==> config.mk <==
export PLATFORM = sky130hd
export DESIGN_NAME = matmul_ld_mem
export DESIGN_NICKNAME = d
export VERILOG_FILES = /design/src/rtl/matmul_mem_pkg.sv /design/src/rtl/ld_out_fifo.sv /design/src/rtl/matmul_ld_mem.sv
export SDC_FILE = /design/constraint.sdc
export NUM_CORES = 1
export LEC_CHECK = 0
export ABC_AREA = 1
export CAP_MARGIN = 0
export CORE_MARGIN = 1
export CORE_UTILIZATION = 30
export CTS_CLUSTER_SIZE = 20
export DETAILED_ROUTE_END_ITERATION = 12
export HOLD_SLACK_MARGIN = 0.08
export PLACE_DENSITY = 0.46
export SETUP_SLACK_MARGIN = 0.4
export SLEW_MARGIN = 20
export SYNTH_ARGS = -nofsm -noshare
export SYNTH_HDL_FRONTEND = slang
export SYNTH_SLANG_ARGS = --single-unit
==> constraint.sdc <==
create_clock -name clock -period 11.4 [get_ports clock]
set_clock_uncertainty 0.1 [all_clocks]
set_input_delay 2.28 -clock clock [delete_from_list [all_inputs] [get_ports clock]]
set_output_delay 2.28 -clock clock [all_outputs]
set_load 0.01 [all_outputs]
==> src/rtl/matmul_mem_pkg.sv <==
// Shared widths and word types for the matmul load-side memories.
package matmul_mem_pkg;

  localparam int MM_ADDR_W = 4;
  localparam int MM_DATA_W = 32;

  typedef logic [MM_ADDR_W-1:0] mm_addr_t;
  typedef logic [MM_DATA_W-1:0] mm_word_t;

endpackage

==> src/rtl/ld_out_fifo.sv <==
// Registered output queue for the load server; depth need not be a power of two.
module ld_out_fifo #(
  parameter int DATA_W    = 32,
  parameter int OUT_DEPTH = 3,
  localparam int PW       = $clog2(OUT_DEPTH),
  localparam int CW       = $clog2(OUT_DEPTH + 1)
) (
  input  logic              clk_i,
  input  logic              rst_i,
  input  logic              push_i,
  input  logic [DATA_W-1:0] push_data_i,
  input  logic              pop_i,
  output logic [DATA_W-1:0] head_o,
  output logic [CW-1:0]     cnt_o,
  output logic              empty_o
);

  logic [DATA_W-1:0] slot_q [OUT_DEPTH];
  logic [PW-1:0]     wr_ptr_q, wr_ptr_d;
  logic [PW-1:0]     rd_ptr_q, rd_ptr_d;
  logic [CW-1:0]     cnt_q, cnt_d;

  function automatic logic [PW-1:0] ptr_inc(input logic [PW-1:0] p);
    return (p == PW'(OUT_DEPTH - 1)) ? '0 : p + PW'(1);
  endfunction

  always_comb begin
    wr_ptr_d = wr_ptr_q;
    rd_ptr_d = rd_ptr_q;
    cnt_d    = cnt_q;
    if (push_i) wr_ptr_d = ptr_inc(wr_ptr_q);
    if (pop_i)  rd_ptr_d = ptr_inc(rd_ptr_q);
    if (push_i && !pop_i)      cnt_d = cnt_q + CW'(1);
    else if (!push_i && pop_i) cnt_d = cnt_q - CW'(1);
  end

  always_ff @(posedge clk_i) begin
    if (rst_i) begin
      wr_ptr_q <= '0;
      rd_ptr_q <= '0;
      cnt_q    <= '0;
    end else begin
      wr_ptr_q <= wr_ptr_d;
      rd_ptr_q <= rd_ptr_d;
      cnt_q    <= cnt_d;
    end
  end

  // Storage carries no reset; occupancy alone decides what is valid.
  always_ff @(posedge clk_i) begin
    if (push_i) slot_q[wr_ptr_q] <= push_data_i;
  end

  assign head_o  = slot_q[rd_ptr_q];
  assign cnt_o   = cnt_q;
  assign empty_o = (cnt_q == '0);

endmodule

==> src/rtl/matmul_ld_mem.sv <==
// Host-preloaded register-file load server for one matmul operand port.
module matmul_ld_mem
  import matmul_mem_pkg::*;
#(
  parameter int ADDR_W    = MM_ADDR_W,
  parameter int DATA_W    = MM_DATA_W,
  parameter int OUT_DEPTH = 3
) (
  input  logic              clock,
  input  logic              reset,
  input  logic              host_wr_en,
  input  logic [ADDR_W-1:0] host_wr_addr,
  input  logic [DATA_W-1:0] host_wr_data,
  input  logic [ADDR_W-1:0] ld_addr,
  input  logic              ld_addr_valid,
  output logic              ld_addr_ready,
  output logic [DATA_W-1:0] ld_data,
  output logic              ld_data_valid,
  input  logic              ld_data_ready,
  output logic [15:0]       served_count
);

  localparam int DEPTH = 2 ** ADDR_W;
  localparam int CW    = $clog2(OUT_DEPTH + 1);

  logic [DATA_W-1:0] mem_q [DEPTH];
  logic [DATA_W-1:0] rd_word_q;
  logic              pend_q, pend_d;
  logic [15:0]       served_q, served_d;
  logic [CW-1:0]     cnt;
  logic              q_empty;
  logic [CW:0]       inflight;
  logic              addr_fire, data_fire;

  // Ready looks only at registered occupancy plus the in-flight read, so a
  // slot is always reserved for every accepted address.
  assign inflight      = {1'b0, cnt} + {{CW{1'b0}}, pend_q};
  assign ld_addr_ready = !reset && (inflight < (CW + 1)'(OUT_DEPTH));
  assign ld_data_valid = !reset && !q_empty;
  assign addr_fire     = ld_addr_valid && ld_addr_ready;
  assign data_fire     = ld_data_valid && ld_data_ready;
  assign served_count  = served_q;

  always_comb begin
    pend_d   = addr_fire;
    served_d = served_q;
    if (data_fire) served_d = served_q + 16'd1;
  end

  always_ff @(posedge clock) begin
    if (reset) begin
      pend_q   <= 1'b0;
      served_q <= '0;
    end else begin
      pend_q   <= pend_d;
      served_q <= served_d;
    end
  end

  always_ff @(posedge clock) begin
    if (host_wr_en && !reset) mem_q[host_wr_addr] <= host_wr_data;
  end

  // Read stage: nonblocking read gives the pre-write word on a same-cycle collision.
  always_ff @(posedge clock) begin
    if (addr_fire) rd_word_q <= mem_q[ld_addr];
  end

  ld_out_fifo #(
    .DATA_W    (DATA_W),
    .OUT_DEPTH (OUT_DEPTH)
  ) u_out_fifo (
    .clk_i       (clock),
    .rst_i       (reset),
    .push_i      (pend_q),
    .push_data_i (rd_word_q),
    .pop_i       (data_fire),
    .head_o      (ld_data),
    .cnt_o       (cnt),
    .empty_o     (q_empty)
  );

endmodule

==> qor.yml <==
dp_hpwl_mm: 35.0
critPathLaunchType: "primary input"
clkTransAtPathRegs_ps: 60
max_freq_mhz: 164
row_count: 108
vdd_drop_max_mv: 0.0777
placed_area_um2: 28500
slowest_stage: "clkdlybuf4s50_1"
vias: 16100
dpl.cell_count: 3318
critPathMaxFanout: 7
critPathKind: "primary input to output pin"
drtIter0Drc: 1256
yosys.area.top_type: "edfxtp_1"
grt_pass1_wl_mm: 103
post-cts-setup-buffers: 0
critPathTopFamily: "buffers and inverters"
drc: 0
cts_resized: 0
synthFlopType: "edfxtp_1"
worstHoldPathType: "flip-flop to flip-flop"
start_util_pct: 30.3
antenna_found_initial: 5
synth_edf_count: 640
num-nets-final: 2286
report.final.slew_viol_count: 0
synth_fp_nets: 2203
cp.arrival_ps: 3710
core_area_um2: 86900
grt-ovfl-total: 0
setup-tns-final_ps: 0
drt-total-wl_mm: 69.1
fill_cells: 8364
postRouteAntennaNets: 0
synth.top_cell.area_share_pct: 73.0
rsz0062_at_grt: "no"
cts_root_buffer: "clkbuf_16"
end_kind: "output pin"
hold_slack_ps: 372
cts_buffers: 72
drive_gt1_share_pct: 6.68
syn_inst: 2154
ys_async_sr_fraction_pct: 0
power.total_mw: 5.37
cpPeakStageDelay_ps: 560
ctsLongestPathBuffers: 3
grt_usage_pct: 15.5
synth_area_leaders: "edfxtp_1 73%, nand2_1 6.4%, nor2_1 4.3%"
area_growth_pct: 17.1
grt_max_degree: 117
die_h_um: 298
leakage_nw: 10.7
finalSetupViolCount: 0
syn_area_um2: 26300
drv_cap: 0
syn_avg_cell_area_um2: 12.2
yosysSeqAreaShare_pct: 74.9
fin_cells: 3449
status: "complete, no violations"
h-tree-depth: 3
wl_per_cell_um: 20.0
io_pins: 95
finalCritPeriodShare_pct: 53.4
crit_chain: "clkdlybuf4s50_1 -> nor2_1 -> nand2_1 -> inv_1 -> clkdlybuf4s50_1"
ys_warn_count: 0
die_area_um2: 89000
grt_pass1_vias: 15400
io_buffer_count: 94
clkLatencyLatePin_ps: 610
clock-sinks: 665
slew_headroom_pct: 28.9
cts_tree: "done"
power.density_nw_per_um2: 174
fp.dieW_um: 298
stdcell_area_um2: 30800
cts_hold_buf: 0
required_ps: 9020
synth.distinct_cells: 22
synth-seq-cells: 665
worst_slew_pin_slew_ps: 1070
crit_top_cell: "clkdlybuf4s50_1"
place_congestion: 0.732
fin_crit_ps: 6090
dr.pass1.iters: 5
cp_num_buf_inv: 3
post_drt_via_cell_ratio: 4.66
hold_viol: 0
-- cells in the final DEF, fill, tap and decap left out, drive strengths merged --
master / instances
bufinv: 5
inv: 115
nand3: 206
nand2: 450
nor2: 299
nor3: 14
nor3b: 1
and2: 2
edfxtp: 640
buf: 40
o21ai: 115
diode: 2
a21oi: 78
clkdlybuf4s50: 91
clkinv: 16
dfxtp: 25
ha: 4
o211ai: 82
o31ai: 2
clkbuf: 107
-- kinds of logic after synthesis --
| kind of cell | share of synthesized area (%) |
|---|---|
| buffers and inverters | 3.90 |
| DFF | 74.9 |
| AOI/OAI and AO/OA | 6.06 |
| adders and majority gates | 0.190 |
| and+or+nand+nor | 15.0 |
-- sequential cells by signal, summed over array words and instances (netlist names), named ones only --
name / count
u_out_fifo.rd_ptr_q: 2
u_out_fifo.wr_ptr_q: 2
u_out_fifo.slot_q: 96
pend_q: 1
rd_word_q: 32
served_count: 16
u_out_fifo.cnt_o: 2
mem_q: 512
-- final timing paths --
path / from / to / slack (ps) / depth (start not counted)
setup reg to reg: pend_q$_SDFF_PP0_ / rd_word_q[15]$_DFFE_PP_ / 9190 / 6
hold reg to reg: rd_word_q[22]$_DFFE_PP_ / u_out_fifo.slot_q[1][22]$_DFFE_PP_ / 370 / 0
hold / removal: rd_word_q[22]$_DFFE_PP_ / u_out_fifo.slot_q[1][22]$_DFFE_PP_ / 370 / 0
setup / recovery: reset / ld_addr_ready / 5310 / 5
-- metrics by stage --
stage / setup slack, ps / util (%)
after floorplan: 5880 / -
after global placement: 5260 / 32.8
after detailed placement: 5330 / 32.8
after CTS: 5320 / 35.5
after global routing: 5200 / 35.5
final: 5310 / 35.5
-- cells in the mapped netlist (9+ instances only) --
library cell / count
a21oi_1: 78
buf_1: 10
buf_2: 49
buf_6: 10
clkbuf_1: 52
dfxtp_1: 25
edfxtp_1: 640
inv_1: 112
nand2_1: 450
nand3_1: 205
nor2_1: 299
nor3_1: 14
o211ai_1: 82
o21ai_0: 106
o21ai_1: 9
-- worst register-to-register path, cell delays in order, from the launching register on --
cell     delay (ps)
dfxtp_1         330
ha_1            200
ha_1            260
nand2_1          70
nand2_1         110
nor2_4          110
buf_4           610
-- per-layer routing --
layer	GRT usage (%)	share of wire (%)	up-vias
met4	4.02	1.5	8
met5	0	0.061	-
li1	-	-	7722
met3	3.03	5.7	87
met2	23.6	45	355
met1	22.5	48	7907
-- area by class of cell --
| type | count | area [µm²] | area share [%] |
|---|---|---|---|
| multi-input cells | 1253 | 5720 | 18.5 |
| well taps | 1155 | 1450 | 4.69 |
| inverters | 114 | 438 | 1.42 |
| clock buffers | 107 | 2040 | 6.61 |
| diodes | 2 | 5.00 | 0.0162 |
| repair buffers | 131 | 1230 | 3.99 |
| clock inverters | 22 | 236 | 0.767 |
| flip-flops and latches | 665 | 19700 | 64.0 |
-- power by group --
part,total (mW),internal [mW],switching [mW]
clock,2.27,1.35,0.925
combinational,0.351,0.117,0.234
sequential,2.75,2.73,0.0197
No activity file was read; power rests on OpenSTA's default activity.
